===== src/rtl/cpu_pkg.sv =====
// Shared definitions for the single-cycle core front end.
// The decoder uses the same PCS_* constants that the fetch stage uses.
package cpu_pkg;

    localparam int WORD_W = 32;

    // pcsource encodings produced by the main control decoder
    localparam logic [1:0] PCS_SEQ = 2'b00;  // pc + 4
    localparam logic [1:0] PCS_BR  = 2'b01;  // taken branch
    localparam logic [1:0] PCS_REG = 2'b10;  // jr / jalr
    localparam logic [1:0] PCS_JMP = 2'b11;  // j / jal

    typedef enum logic [1:0] {
        ST_FETCH = 2'b00,
        ST_EXEC  = 2'b01,
        ST_HALT  = 2'b10
    } fetch_state_e;

endpackage


===== src/rtl/ifetch_unit_if.sv =====
// Instruction memory read channel (req/ack handshake).
//   imem_req   : read request, held until ack
//   imem_addr  : word-aligned fetch address
//   imem_ack   : imem_rdata valid this cycle
//   imem_rdata : instruction word
// master = fetch stage, slave = instruction memory.
interface ifetch_unit_if;
    import cpu_pkg::*;

    logic              imem_req;
    logic [WORD_W-1:0] imem_addr;
    logic              imem_ack;
    logic [WORD_W-1:0] imem_rdata;

    modport master (output imem_req, output imem_addr,
                    input  imem_ack, input  imem_rdata);
    modport slave  (input  imem_req, input  imem_addr,
                    output imem_ack, output imem_rdata);
endinterface


===== src/rtl/ifetch_unit_npc_calc.sv =====
// Next-PC selection, purely combinational.
//   pc, inst, pcsource, ra_data : current PC, executing instruction,
//                                 decoder select, rs value
//   npc        : next PC (all arithmetic mod 2^32)
//   misaligned : register target not word aligned
module npc_calc
    import cpu_pkg::*;
(
    input  logic [WORD_W-1:0] pc,
    input  logic [WORD_W-1:0] inst,
    input  logic [1:0]        pcsource,
    input  logic [WORD_W-1:0] ra_data,
    output logic [WORD_W-1:0] npc,
    output logic              misaligned
);

    logic [WORD_W-1:0] seq_pc;
    logic [WORD_W-1:0] br_off;
    logic              unused_opcode;

    assign seq_pc        = pc + 32'd4;
    assign br_off        = {{14{inst[15]}}, inst[15:0], 2'b00};
    assign unused_opcode = ^inst[31:26];

    always_comb begin
        npc = seq_pc;
        case (pcsource)
            PCS_SEQ: npc = seq_pc;
            PCS_BR:  npc = seq_pc + br_off;
            PCS_REG: npc = ra_data;
            PCS_JMP: npc = {seq_pc[31:28], inst[25:0], 2'b00};
            default: npc = seq_pc;
        endcase
    end

    // Branch and jump targets are word aligned by construction; only jr/jalr can go wrong.
    assign misaligned = (pcsource == PCS_REG) && (ra_data[1:0] != 2'b00);

endmodule


===== src/rtl/ifetch_unit.sv =====
// PC and instruction-fetch stage for the single-cycle core.
//   clk, resetn          : clock, synchronous active-low reset
//   imem (master)        : instruction memory req/ack read channel
//   inst, inst_valid     : latched instruction and its executing flag
//   pc, pc_plus4         : current PC and its link value
//   ex_done, pcsource,
//   ra_data              : datapath completion and next-PC select
//   fetch_err            : sticky fault (fetch timeout / misaligned jr target)
//   retired              : completed-instruction count
//
// state    | meaning
// ---------+-----------------------------------------------
// ST_FETCH | requesting imem at pc, waiting for ack
// ST_EXEC  | inst valid, waiting for ex_done
// ST_HALT  | faulted, outputs idle until reset
module ifetch_unit
    import cpu_pkg::*;
#(
    parameter logic [WORD_W-1:0] RESET_PC = 32'h0000_0000,
    parameter int                MAX_WAIT = 16
)(
    input  logic              clk,
    input  logic              resetn,
    ifetch_unit_if.master     imem,
    output logic [WORD_W-1:0] inst,
    output logic [WORD_W-1:0] pc,
    output logic [WORD_W-1:0] pc_plus4,
    output logic              inst_valid,
    input  logic              ex_done,
    input  logic [1:0]        pcsource,
    input  logic [WORD_W-1:0] ra_data,
    output logic              fetch_err,
    output logic [WORD_W-1:0] retired
);

    localparam logic [15:0] WAIT_LAST = 16'(MAX_WAIT - 1);

    fetch_state_e      state_q, state_d;
    logic [WORD_W-1:0] pc_q, pc_d;
    logic [WORD_W-1:0] inst_q, inst_d;
    logic [WORD_W-1:0] retired_q, retired_d;
    logic              fetch_err_q, fetch_err_d;
    logic [15:0]       wait_q, wait_d;

    logic [WORD_W-1:0] npc;
    logic              misaligned;

    npc_calc u_npc_calc (
        .pc         (pc_q),
        .inst       (inst_q),
        .pcsource   (pcsource),
        .ra_data    (ra_data),
        .npc        (npc),
        .misaligned (misaligned)
    );

    always_ff @(posedge clk) begin
        if (!resetn) begin
            state_q     <= ST_FETCH;
            pc_q        <= RESET_PC;
            inst_q      <= '0;
            retired_q   <= '0;
            fetch_err_q <= 1'b0;
            wait_q      <= '0;
        end else begin
            state_q     <= state_d;
            pc_q        <= pc_d;
            inst_q      <= inst_d;
            retired_q   <= retired_d;
            fetch_err_q <= fetch_err_d;
            wait_q      <= wait_d;
        end
    end

    always_comb begin
        state_d     = state_q;
        pc_d        = pc_q;
        inst_d      = inst_q;
        retired_d   = retired_q;
        fetch_err_d = fetch_err_q;
        wait_d      = wait_q;
        case (state_q)
            ST_FETCH: begin
                // Ack on the final wait cycle still wins over the timeout.
                if (imem.imem_ack) begin
                    inst_d  = imem.imem_rdata;
                    wait_d  = '0;
                    state_d = ST_EXEC;
                end else if ((MAX_WAIT != 0) && (wait_q == WAIT_LAST)) begin
                    fetch_err_d = 1'b1;
                    state_d     = ST_HALT;
                end else begin
                    wait_d = wait_q + 16'd1;
                end
            end
            ST_EXEC: begin
                if (ex_done) begin
                    if (misaligned) begin
                        fetch_err_d = 1'b1;
                        state_d     = ST_HALT;
                    end else begin
                        pc_d      = npc;
                        retired_d = retired_q + 32'd1;
                        wait_d    = '0;
                        state_d   = ST_FETCH;
                    end
                end
            end
            ST_HALT: state_d = ST_HALT;
            default: state_d = ST_FETCH;
        endcase
    end

    assign imem.imem_req  = (state_q == ST_FETCH);
    assign imem.imem_addr = pc_q;
    assign inst_valid     = (state_q == ST_EXEC);
    assign inst           = inst_q;
    assign pc             = pc_q;
    assign pc_plus4       = pc_q + 32'd4;
    assign fetch_err      = fetch_err_q;
    assign retired        = retired_q;

endmodule


===== src/flat_wrapper.sv =====
// flat-port wrapper written by rule: the top's interface ports become plain ports
module ifetch_unit_flat import cpu_pkg::*;
#(
    parameter logic [WORD_W-1:0] RESET_PC = 32'h0000_0000,
    parameter int                MAX_WAIT = 16
)
  (clk, resetn, inst, pc, pc_plus4, inst_valid, ex_done, pcsource, ra_data, fetch_err, retired, imem_imem_req, imem_imem_addr, imem_imem_ack, imem_imem_rdata);
  ifetch_unit_if imem_i ();
  input  logic clk;
  input  logic resetn;
  output logic [WORD_W-1:0] inst;
  output logic [WORD_W-1:0] pc;
  output logic [WORD_W-1:0] pc_plus4;
  output logic inst_valid;
  input  logic ex_done;
  input  logic [1:0] pcsource;
  input  logic [WORD_W-1:0] ra_data;
  output logic fetch_err;
  output logic [WORD_W-1:0] retired;
  output wire logic [$bits(imem_i.imem_req)-1:0] imem_imem_req;
  output wire logic [$bits(imem_i.imem_addr)-1:0] imem_imem_addr;
  input wire logic [$bits(imem_i.imem_ack)-1:0] imem_imem_ack;
  input wire logic [$bits(imem_i.imem_rdata)-1:0] imem_imem_rdata;
  assign imem_imem_req = imem_i.imem_req;
  assign imem_imem_addr = imem_i.imem_addr;
  assign imem_i.imem_ack = imem_imem_ack;
  assign imem_i.imem_rdata = imem_imem_rdata;
  ifetch_unit #(.RESET_PC(RESET_PC), .MAX_WAIT(MAX_WAIT)) u_core (.clk(clk), .resetn(resetn), .imem(imem_i), .inst(inst), .pc(pc), .pc_plus4(pc_plus4), .inst_valid(inst_valid), .ex_done(ex_done), .pcsource(pcsource), .ra_data(ra_data), .fetch_err(fetch_err), .retired(retired));
endmodule

===== config.mk =====
export PLATFORM = sky130hd
export DESIGN_NAME = ifetch_unit_flat
export DESIGN_NICKNAME = d
export VERILOG_FILES = /design/src/rtl/cpu_pkg.sv /design/src/rtl/ifetch_unit_if.sv /design/src/rtl/ifetch_unit_npc_calc.sv /design/src/rtl/ifetch_unit.sv /design/src/flat_wrapper.sv
export SDC_FILE = /design/constraint.sdc
export NUM_CORES = 1
export LEC_CHECK = 0
export CORE_ASPECT_RATIO = 0.6
export CORE_UTILIZATION = 48
export DETAILED_ROUTE_END_ITERATION = 6
export MAX_ROUTING_LAYER = met4
export PLACE_DENSITY = 0.87
export SETUP_SLACK_MARGIN = 0.02
export SLEW_MARGIN = 20
export SYNTH_ARGS = -nofsm -noshare
export SYNTH_HDL_FRONTEND = slang
export SYNTH_HIERARCHICAL = 1
export SYNTH_SLANG_ARGS = --single-unit

===== constraint.sdc =====
create_clock -name clk -period 5.3 [get_ports clk]
set_clock_uncertainty 0.1 [all_clocks]
set_input_delay 1.59 -clock clk [delete_from_list [all_inputs] [get_ports clk]]
set_output_delay 1.59 -clock clk [all_outputs]
set_load 0.05 [all_outputs]

==> run_results.csv, run 1 <==
group,metric,value,unit
run_status,run_status,"completed",
detailed_routing,drt-wirelength-per-cell,18.5,µm
sta,fmax,197,MHz
sta,min_period_over_period,0.958,
synthesis,post_synth_num_cell_types,70,
placement,port_buffers,232,
clock_tree,htree_levels,4,
sta,final-setup-viol-count,0,
synthesis,post_synth_fa_ha_maj_area_fraction,0.0560,
setup_path,critical_path_fanout_max,12,
detailed_routing,drtPass1Iterations,5,
floorplanning,die_y,106,µm
cells_and_area,final_layout_net_count,1381,
clock_tree,cts.repair_timing.setup_buffer_count,0,
pwr,ir_drop,0.206,mV
clock_tree,cts.sinks,115,
clock_tree,cts_made_buffers,17,
synthesis,synth_top_cells_by_area,"dfxtp_1, nand2_1, a21oi_1",
synthesis,synth_flop_cell,"dfxtp_1",
cells_and_area,final_util,0.656,
synthesis,yosysSeqAreaShare,0.267,
synthesis,synth.avg_cell_area,7.82,µm²
cells_and_area,syn_to_layout_area_delta,32.2,%
cells_and_area,layout.cells.most_common,"clkdlybuf4s50_1",
synthesis,synth_simple_gate_area_share,0.252,
grt,overflow,0,
cells_and_area,layout_common_cells,"clkdlybuf4s50_1, nand2_1, a21oi_1",
synthesis,async_flop_share,0,
setup_path,worst_ep_required,3.61,ns
floorplanning,start_util,0.497,
grt,grt_pass1_wl,44.4,mm
detailed_routing,route.detailed.vias_per_inst,5.97,
floorplanning,core_region_area,17400,µm²
pwr,switchingPower,0.831,mW
clock_tree,cts_max_path_buffers,2,
sta,final.min_clock_period,5.08,ns
pwr,clock_power_share,0.448,
pwr,intPower,1.76,mW
floorplanning,die_area,18500,µm²
min_path,worst_hold_path_type,"flop to flop",
placement,placer_congestion_estimate,0.964,
floorplanning,placementRows,37,
pwr,combPwrFrac,0.191,
detailed_routing,postRouteWirelength,28.1,mm
synthesis,synth_largest_type_area_fraction,0.267,
placement,detailedPlacementHpwl,20.5,mm
pwr,power_density,227,nW/µm²
synthesis,syn_area,8620,µm²
clock_tree,tritoncts,"yes",
floorplanning,chipWidth,175,µm
cells_and_area,seq_area,2300,µm²
setup_path,worstSetupEndpointType,"output pin",
sta,rsz0062_at_grt,"no",
sta,timing.setup.tns,0,ns
synthesis,synth-seq-cells,115,
clock_tree,root_buffer_master,"clkbuf_16",
synthesis,mux_contribution_to_synthesized_area,0.0705,
placement,dp_slack,0.536,ns
setup_path,critPathLaunchType,"flop",
synthesis,ys.warnings.count,6,
sta,worst_case_setup_margin_in_the_final_layout,0.221,ns
setup_path,worstSetupPathType,"flop to output pin",
synthesis,syn_nets,1211,
pwr,totalPowerFinal,2.59,mW
clock_tree,cts_hold_buffers,0,
grt,initial_antenna_violation_count,1,
sta,timing.max_slew.rel_slack,0.344,
grt,globalRouteTotalUtil,0.310,
floorplanning,ios,233,
detailed_routing,drt_first_iter_violations,995,
synthesis,synthDominantAreaCellType,"dfxtp_1",
pwr,power.switching_fraction,0.321,
pwr,power.sequential.fraction,0.362,
synthesis,synth_edf_count,0,
pwr,p_leak,4.32,nW
sta,timing.final.hold_violations,0,
synthesis,synth_top_family_by_area,"simple AND/OR/NAND/NOR gates",
setup_path,cp_data_arrival_time,3.39,ns
clock_tree,insertion_delay,0.41,ns
grt,number_of_global_route_vias_before_repair,8303,
cells_and_area,fraction_of_final_layout_cells_with_drive_strength_greater_than_1,0.0669,
clock_tree,clkSlewWorstSetupHoldPaths,0.06,ns
detailed_routing,dr_total_vias,9080,
sta,slew_violations,0,
detailed_routing,drcViolationCount,0,
detailed_routing,remaining_antenna_violation_count,0,
run,drv.max_cap_violation_count,0,
cells_and_area,num-fill-cells,1431,
cells_and_area,multi_input_comb_area,5660,µm²
synthesis,post_synth_xor_area_fraction,0.0925,
synthesis,synth_compound_gate_area_share,0.185,
grt,pin_count_of_the_biggest_net_entering_global_routing,90,
synthesis,number_of_standard_cells_after_synthesis,1103,
sta,tightest_slew,0.984,ns
-- power by group through the flow --
stage	logic (mW)	registers, mW	clock network [mW]
2_1_floorplan	0.252	1.02	0
3_3_place_gp	0.480	0.953	0
3_5_place_dp	0.487	0.954	0
4_1_cts	0.490	0.936	1.17
5_1_grt	0.526	0.942	1.21
6_report	0.494	0.937	1.16
-- final cells by class --
class                   count  share of cell area
diodes                      1            0.000220
well taps                 234              0.0257
clock inverters            15              0.0139
inverters                  30             0.00999
multi-input cells         860               0.496
flip-flops and latches    115               0.202
repair buffers            249               0.215
clock buffers              17              0.0373
-- synthesized netlist by cell type, drive strengths merged (23+ instances only) --
master and count:
a21oi 121, buf 47, clkbuf 51, dfxtp 115, ha 37, inv 28, mux4 23, nand2 203
nand3 44, nand4 25, nor2 42, o21ai 36, xnor2 52, xor2 39
-- registers in the layout, indices dropped and copies added (netlist names) --
name / cells
u_core/wait_q: 16
u_core/inst: 32
u_core/state_q: 2
u_core/imem.imem_addr: 32
u_core/fetch_err: 1
u_core/retired: 32
-- worst max-delay path: stages (launching register included) --
cell and delay, ns:
dfxtp_1 0.56, ha_1 0.26, nand3_1 0.22, or4_1 0.70
nor3_1 0.26, xor2_1 0.17, clkdlybuf4s50_1 0.81
-- stage by stage --
step	area, µm²	instances	hold WS [ns]
after floorplan	8620	1103	0.352
after global placement	10800	1488	0.342
after detailed placement	10800	1488	0.355
after CTS	11400	1520	0.364
after global routing	11400	1521	0.384
final	11400	1521	0.361
-- kinds of logic after synthesis --
logic type                 after synthesis
buffers and inverters                  128
adders and majority gates               38
muxes                                   32
AOI/OAI and AO/OA                      257
xor gates and xnor gates                91
and+or+nand+nor                        442
DFF                                    115
-- repair_timing --
action                                  in CTS  in global routing
resized for setup                            0                  2
endpoints found under the hold margin        0                  0
endpoints found under the setup margin       0                  2
-- metal layers --
| layer | GRT usage | share of wire | up-vias |
|---|---|---|---|
| met3 | 0.0696 | 0.11 | 30 |
| met1 | 0.451 | 0.47 | 4221 |
| met2 | 0.430 | 0.41 | 547 |
| met4 | 0.0727 | 0.015 | 0 |
| met5 | - | 0 | - |
| li1 | - | - | 4282 |
-- path summary, 6_finish.rpt --
path                                               start                         to  slack [ns]  cells past startpoint
worst min register to register           u_core/inst[31]            u_core/inst[31]        0.36                      2
worst min-delay path                     u_core/inst[31]            u_core/inst[31]        0.36                      2
worst max-delay path            u_core/imem.imem_addr[2]               pc_plus4[22]        0.22                      6
worst max register to register  u_core/imem.imem_addr[2]  u_core/imem.imem_addr[27]        0.55                     19
Note: power is estimated with default switching activity, not from simulation.
==> run 2: changes to the inputs <==
--- a/config.mk
+++ b/config.mk
@@ -5,11 +5,12 @@
 export SDC_FILE = /design/constraint.sdc
 export NUM_CORES = 1
 export LEC_CHECK = 0
+export ABC_AREA = 1
 export CORE_ASPECT_RATIO = 0.6
 export CORE_UTILIZATION = 48
 export DETAILED_ROUTE_END_ITERATION = 6
 export MAX_ROUTING_LAYER = met4
-export PLACE_DENSITY = 0.87
+export PLACE_DENSITY = 0.85
 export SETUP_SLACK_MARGIN = 0.02
 export SLEW_MARGIN = 20
 export SYNTH_ARGS = -nofsm -noshare
==> run 2 against run 1 <==
  * The flow now finishes with violations (DRC)
  * Via count rose by 33%
  * Design area rose by 11%
  * Area after synthesis rose by 13%
  * Register-to-register slack improved by 0.63 ns
  * Flip-flop and latch count did not move
  * Combinational power rose by 90%
  * Final cell count rose by 39%
  * Routed wire length rose by 47%
  * Largest power group unchanged
==> run_results.csv, run 2 <==
group,metric,value,unit
cells_and_area,finalInstanceArea,12600,µm²
synthesis,synth_largest_type_area_fraction,0.236,
cells_and_area,final_layout_net_count,1945,
setup_path,worstPathBufferInverterCount,1,
pwr,power_density,240,nW/µm²
synthesis,yosysSeqAreaShare,0.236,
cells_and_area,num-fill-cells,1840,
clock_tree,cts_max_path_buffers,2,
grt,globalRouteTotalUtil,0.415,
sta,worst_case_setup_margin_in_the_final_layout,0.499,ns
placement,dpl_cell_area,12100,µm²
floorplanning,core_region_area,19400,µm²
clock_tree,htree_levels,4,
sta,timing.max_slew.rel_slack,0.357,
setup_path,regToRegEndpoint,"u_core/imem.imem_addr[21]",
setup_path,crit_path_top_delay_cell,"clkdlybuf4s50_1",
detailed_routing,route.detailed.vias_per_inst,5.69,
synthesis,async_flop_share,0,
floorplanning,die_y,112,µm
cells_and_area,layout_common_cells,"nand2_1, nor2_1, clkdlybuf4s50_1",
synthesis,synth_top_cells_by_area,"dfxtp_1, nand2_1, nor2_1",
run_status,run_status,"finished, violations left",
min_path,worst_hold_path_type,"flop to flop",
synthesis,synth_commonest_cells,"nand2_1, nor2_1, inv_1",
clock_tree,cts_made_buffers,17,
clock_tree,cts.repair_timing.setup_buffer_count,0,
sta,rsz0062_at_grt,"no",
setup_path,worst_ep_required,3.61,ns
setup_path,worstSetupEndpointType,"output pin",
detailed_routing,remaining_antenna_violation_count,0,
sta,timing.setup.tns,0,ns
pwr,ir_drop,0.261,mV
floorplanning,placementRows,39,
floorplanning,ios,233,
synthesis,syn_nets,1752,
setup_path,reg2reg_from,"u_core/imem.imem_addr[2]",
min_path,hold_depth,2,
min_path,min-delay-start,"u_core/fetch_err",
synthesis,synth.avg_cell_area,5.92,µm²
synthesis,yosysMostFrequentCell,"nand2_1",
grt,overflow,0,
floorplanning,chipWidth,186,µm
setup_path,setup.reg_to_reg.worst_slack,1.18,ns
grt,grt_pass1_wl,62.9,mm
sta,final.min_clock_period,4.80,ns
placement,port_buffers,232,
setup_path,crit_family,"simple AND/OR/NAND/NOR gates",
placement,detailedPlacementHpwl,32.9,mm
synthesis,synth_flop_cell,"dfxtp_1",
sta,fmax,208,MHz
setup_path,cp_data_arrival_time,3.11,ns
sta,min_period_over_period,0.906,
setup_path,slowest_delay,0.83,ns
setup_path,reg2reg_depth,17,
detailed_routing,dr_total_vias,12044,
sta,slew_violations,0,
cells_and_area,final_util,0.649,
setup_path,worstSetupPathType,"flop to output pin",
sta,timing.final.hold_violations,0,
sta,whs,0.389,ns
placement,dp_slack,0.959,ns
setup_path,crit_chain,"ha_1 -> nand2_1 -> nor4_1 -> nand2_1 -> xnor2_1 -> clkdlybuf4s50_1",
grt,initial_antenna_violation_count,0,
clock_tree,cts_hold_buffers,0,
clock_tree,root_buffer_master,"clkbuf_16",
cells_and_area,fraction_of_final_layout_cells_with_drive_strength_greater_than_1,0.0562,
grt,number_of_global_route_vias_before_repair,10731,
cells_and_area,layout.cells.most_common,"nand2_1",
cells_and_area,n_antenna_cell,0,
cells_and_area,syn_to_layout_area_delta,29.5,%
synthesis,synth_edf_count,0,
clock_tree,clkSlewWorstSetupHoldPaths,0.06,ns
grt,pin_count_of_the_biggest_net_entering_global_routing,48,
synthesis,syn_area,9740,µm²
detailed_routing,postRouteWirelength,41.5,mm
placement,placed_cells,2084,
run,drv.max_cap_violation_count,0,
clock_tree,cts.repair.resized,0,
synthesis,post_synth_num_cell_types,48,
cells_and_area,final_cells,2116,
clock_tree,insertion_delay,0.43,ns
setup_path,crit_path_frequent_cell,"nand2_1",
clock_tree,cts.sinks,115,
synthesis,synth-seq-cells,115,
synthesis,number_of_standard_cells_after_synthesis,1644,
detailed_routing,drcViolationCount,10,
synthesis,ys.warnings.count,6,
clock_tree,tritoncts,"yes",
placement,placer_congestion_estimate,1.04,
detailed_routing,drt_first_iter_violations,1727,
setup_path,critical_path_fanout_max,9,
pwr,p_leak,5.44,nW
sta,final-setup-viol-count,0,
synthesis,synthDominantAreaCellType,"dfxtp_1",
floorplanning,start_util,0.501,
detailed_routing,drt-wirelength-per-cell,19.6,µm
pwr,totalPowerFinal,3.02,mW
sta,tightest_slew,0.959,ns
setup_path,critPathLaunchType,"flop",
run_status,violated_checks,"DRC",
min_path,worst_hold_path.endpoint,"u_core/fetch_err",
detailed_routing,drtPass1Iterations,7,
floorplanning,die_area,20900,µm²
## run 2: cell count changes after synthesis, moves of 38 or more
cell     previous run  this run
xnor2_1            52        14
a21oi_1           120        66
o21ai_0            29       105
inv_1              27       206
nand3_1            44       116
nand2_1           203       406
nor2_1             42       290
## run 2: how the worst max path moves through the flow
stage	to	startpoint	cells after the start
CTS	pc_plus4[26]	u_core/imem.imem_addr[2]	6
floorplan	pc_plus4[30]	u_core/imem.imem_addr[2]	7
detailed placement	pc_plus4[26]	u_core/imem.imem_addr[2]	6
finish	pc_plus4[26]	u_core/imem.imem_addr[2]	6
global route	pc_plus4[20]	u_core/imem.imem_addr[2]	9
global placement	pc_plus4[26]	u_core/imem.imem_addr[2]	6
## run 2: cell families after synthesis
| kind of cell | count (synthesis) | synth area share |
|---|---|---|
| adders and majority gates | 38 | 0.0496 |
| DFF | 115 | 0.236 |
| xor gates and xnor gates | 50 | 0.0457 |
| buffers and inverters | 285 | 0.128 |
| and+or+nand+nor | 950 | 0.424 |
| AOI/OAI and AO/OA | 206 | 0.117 |
## run 2: worst reg2reg max path, cell delays in order (launching register included)
cell and delay [ns]:
dfxtp_1 0.50, ha_1 0.28, nand2_1 0.13, nor2_4 0.15, nand3_2 0.14, nor3_4 0.23
xor2_1 0.44, ha_1 0.38, nand2_1 0.19, inv_1 0.06, a21oi_1 0.24, o21ai_0 0.18
inv_1 0.12, nand4_1 0.10, nand3_1 0.09, nand3b_1 0.10, o21ai_0 0.48, nor2_1 0.07
## run 2: metal layers
layer,part of all wire,GRT usage
met5,0,-
met4,0.016,0.0798
met3,0.15,0.136
met2,0.37,0.531
met1,0.46,0.619
## run 2: area by class of cell
type | instances | area (µm²) | share of cell area
multi-input cells | 1244 | 6200 | 0.492
repair buffers | 246 | 2420 | 0.192
flip-flops and latches | 115 | 2300 | 0.183
inverters | 213 | 802 | 0.0636
clock buffers | 18 | 439 | 0.0348
well taps | 266 | 333 | 0.0264
clock inverters | 14 | 108 | 0.00853
## run 2: power breakdown
part           internal, mW  switching (mW)  leakage [nW]
Sequential            0.915          0.0874         0.938
Combinational         0.308           0.631          4.25
Clock                 0.612           0.467         0.251
Total                  1.84            1.19          5.44
==> run 3: changes to the inputs <==
--- a/config.mk
+++ b/config.mk
@@ -11,7 +11,7 @@
 export DETAILED_ROUTE_END_ITERATION = 6
 export MAX_ROUTING_LAYER = met4
 export PLACE_DENSITY = 0.85
-export SETUP_SLACK_MARGIN = 0.02
+export SETUP_SLACK_MARGIN = 0.5
 export SLEW_MARGIN = 20
 export SYNTH_ARGS = -nofsm -noshare
 export SYNTH_HDL_FRONTEND = slang
==> run 3 against run 2 <==
  * The flow now finishes without violations
  * Sequential share of layout area about the same
  * First-iteration DRC count decreased by 1.4%
  * Via count increased by 0.17%
  * Die area unchanged
  * Total power about the same
  * Critical path type unchanged
  * Routed wire length about the same
  * Worst hold slack improved by 0.00075 ns
  * Highest routed layer unchanged
  * Flip-flop and latch count unchanged
  * Critical path depth increased by 2
  * Design area increased by 0.17%
  * Register-to-register slack improved by 0.02 ns
  * Non-clock buffer count unchanged
==> run_results.csv, run 3 (synthesis gave the netlist of run 2 again) <==
group,metric,value,unit
floorplanning,start_util,0.501,
grt,grt_pass1_wl,62.9,mm
placement,placer_congestion_estimate,1.04,
grt,overflow,0,
min_path,worst_hold_path_type,"flop to flop",
clock_tree,cts_made_buffers,17,
cells_and_area,n_antenna_cell,0,
sta,timing.final.hold_violations,0,
floorplanning,ios,233,
pwr,power_density,239,nW/µm²
placement,detailedPlacementHpwl,32.9,mm
cells_and_area,finalInstanceArea,12600,µm²
setup_path,crit_family,"buffers and inverters",
floorplanning,placementRows,39,
floorplanning,core_region_area,19400,µm²
grt,initial_antenna_violation_count,0,
setup_path,reg2reg_from,"u_core/imem.imem_addr[2]",
setup_path,crit_path_start,"u_core/imem.imem_addr[2]",
setup_path,worst_ep_required,3.61,ns
clock_tree,cts_max_path_buffers,2,
run,drv.max_cap_violation_count,0,
placement,dp_slack,0.959,ns
cells_and_area,fraction_of_final_layout_cells_with_drive_strength_greater_than_1,0.0568,
setup_path,worstSetupEndpointType,"output pin",
detailed_routing,drt-wirelength-per-cell,19.6,µm
setup_path,crit_chain,"ha_1 -> nand2_1 -> nor3_2 -> nand2_1 -> inv_1 -> nand3_1 -> xnor2_1 -> clkdlybuf4s50_1",
sta,rsz0062_at_grt,"no",
clock_tree,cts.sinks,115,
grt,globalRouteTotalUtil,0.415,
grt,number_of_global_route_vias_before_repair,10728,
floorplanning,die_y,112,µm
floorplanning,chipWidth,186,µm
clock_tree,root_buffer_master,"clkbuf_16",
placement,dpl_cell_area,12100,µm²
setup_path,worstPathBufferInverterCount,2,
setup_path,cp_data_arrival_time,2.97,ns
sta,fmax,215,MHz
run_status,run_status,"completed",
floorplanning,die_area,20900,µm²
setup_path,setup.reg_to_reg.worst_slack,1.20,ns
sta,whs,0.390,ns
sta,worst_case_setup_margin_in_the_final_layout,0.644,ns
sta,final.min_clock_period,4.66,ns
clock_tree,clkSlewWorstSetupHoldPaths,0.06,ns
detailed_routing,drt_first_iter_violations,1703,
cells_and_area,layout.cells.most_common,"nand2_1",
setup_path,regToRegEndpoint,"u_core/imem.imem_addr[23]",
clock_tree,cts_hold_buffers,0,
cells_and_area,layout_common_cells,"nand2_1, nor2_1, clkdlybuf4s50_1",
cells_and_area,syn_to_layout_area_delta,29.7,%
clock_tree,tritoncts,"yes",
setup_path,worstSetupPathType,"flop to output pin",
sta,timing.max_slew.rel_slack,0.367,
detailed_routing,dr_total_vias,12064,
sta,final-setup-viol-count,0,
sta,slew_violations,0,
grt,pin_count_of_the_biggest_net_entering_global_routing,48,
setup_path,worst_setup_path_endpoint,"pc_plus4[28]",
detailed_routing,route.detailed.vias_per_inst,5.70,
setup_path,worstSetupPathDepth,8,
detailed_routing,postRouteWirelength,41.4,mm
setup_path,slowest_delay,0.82,ns
setup_path,crit_path_top_delay_cell,"clkdlybuf4s50_1",
setup_path,critPathLaunchType,"flop",
detailed_routing,drcViolationCount,0,
cells_and_area,final_layout_net_count,1945,
pwr,p_leak,5.54,nW
setup_path,reg2reg_depth,20,
pwr,ir_drop,0.263,mV
setup_path,critical_path_fanout_max,9,
setup_path,crit_path_frequent_cell,"nand2_1",
sta,tightest_slew,0.944,ns
clock_tree,htree_levels,4,
sta,timing.setup.tns,0,ns
placement,port_buffers,232,
clock_tree,insertion_delay,0.43,ns
detailed_routing,drtPass1Iterations,6,
sta,min_period_over_period,0.878,
clock_tree,cts.repair_timing.setup_buffer_count,0,
detailed_routing,remaining_antenna_violation_count,0,
-- run 3: cell types whose count changed in the layout (fill, tap and decap cells not counted) --
cell / previous run / this run
clkdlybuf4s50_1: 231 / 225
dlymetal6s2s_1: 0 / 6
nor4_1: 2 / 1
nor4_2: 0 / 1
-- run 3: worst min path at each step --
stage | start | endpoint | slack, ns | cells past startpoint
after floorplan | u_core/wait_q[1] | u_core/wait_q[1] | 0.38 | 2
after CTS | u_core/fetch_err | u_core/fetch_err | 0.40 | 2
after global placement | u_core/fetch_err | u_core/fetch_err | 0.38 | 2
after global routing | u_core/fetch_err | u_core/fetch_err | 0.42 | 2
final | u_core/fetch_err | u_core/fetch_err | 0.39 | 2
after detailed placement | u_core/fetch_err | u_core/fetch_err | 0.38 | 2
-- run 3: per-stage QoR --
| step | total power, mW | utilization | std cells |
|---|---|---|---|
| final | 3.02 | 0.650 | 2116 |
| after global routing | 3.14 | 0.650 | 2116 |
| after CTS | 3.00 | 0.650 | 2116 |
| after detailed placement | 1.93 | 0.621 | 2084 |
| after global placement | 1.92 | 0.621 | 2084 |
| after floorplan | 1.60 | - | 1644 |
-- run 3: worst register-to-register path, stage by stage (launching register included) --
cell,delay [ns]
dfxtp_1,0.51
ha_1,0.28
nand2_1,0.13
inv_1,0.14
nand2_1,0.11
nor2_2,0.27
xor2_1,0.43
ha_1,0.37
nand2_1,0.24
inv_1,0.07
nand2_1,0.07
nand2_1,0.07
a21oi_1,0.11
nand2_1,0.16
nand2_1,0.11
nand2_1,0.06
or2_2,0.27
nand3_1,0.07
nand3_1,0.12
o21ai_0,0.23
nor2_1,0.06
-- run 3: layout make-up --
class,count,area [µm²]
Timing Repair Buffer,246,2440
Inverter,213,802
Clock inverter,14,108
Tap cell,266,333
Fill cell,1836,6790
Multi-Input combinational cell,1244,6210
Clock buffer,18,439
Sequential cell,115,2300
-- run 3: report_power, final --
group	internal, mW	switching (mW)	leakage [nW]
registers	0.915	0.0877	0.938
clock network	0.612	0.467	0.251
logic	0.308	0.630	4.35
-- run 3: routing by layer --
metal  wire length [µm]  GRT usage  vias up
li1                   -          -     5620
met1              19200      0.619     5583
met2              15400      0.530      810
met3               6240      0.136       51
met4                620     0.0798        0
met5                  0          -        -
-- run 3: timing repair --
item,CTS,global route
endpoints found under the setup margin,1,6
gates resized for setup,1,6
cloned,0,0
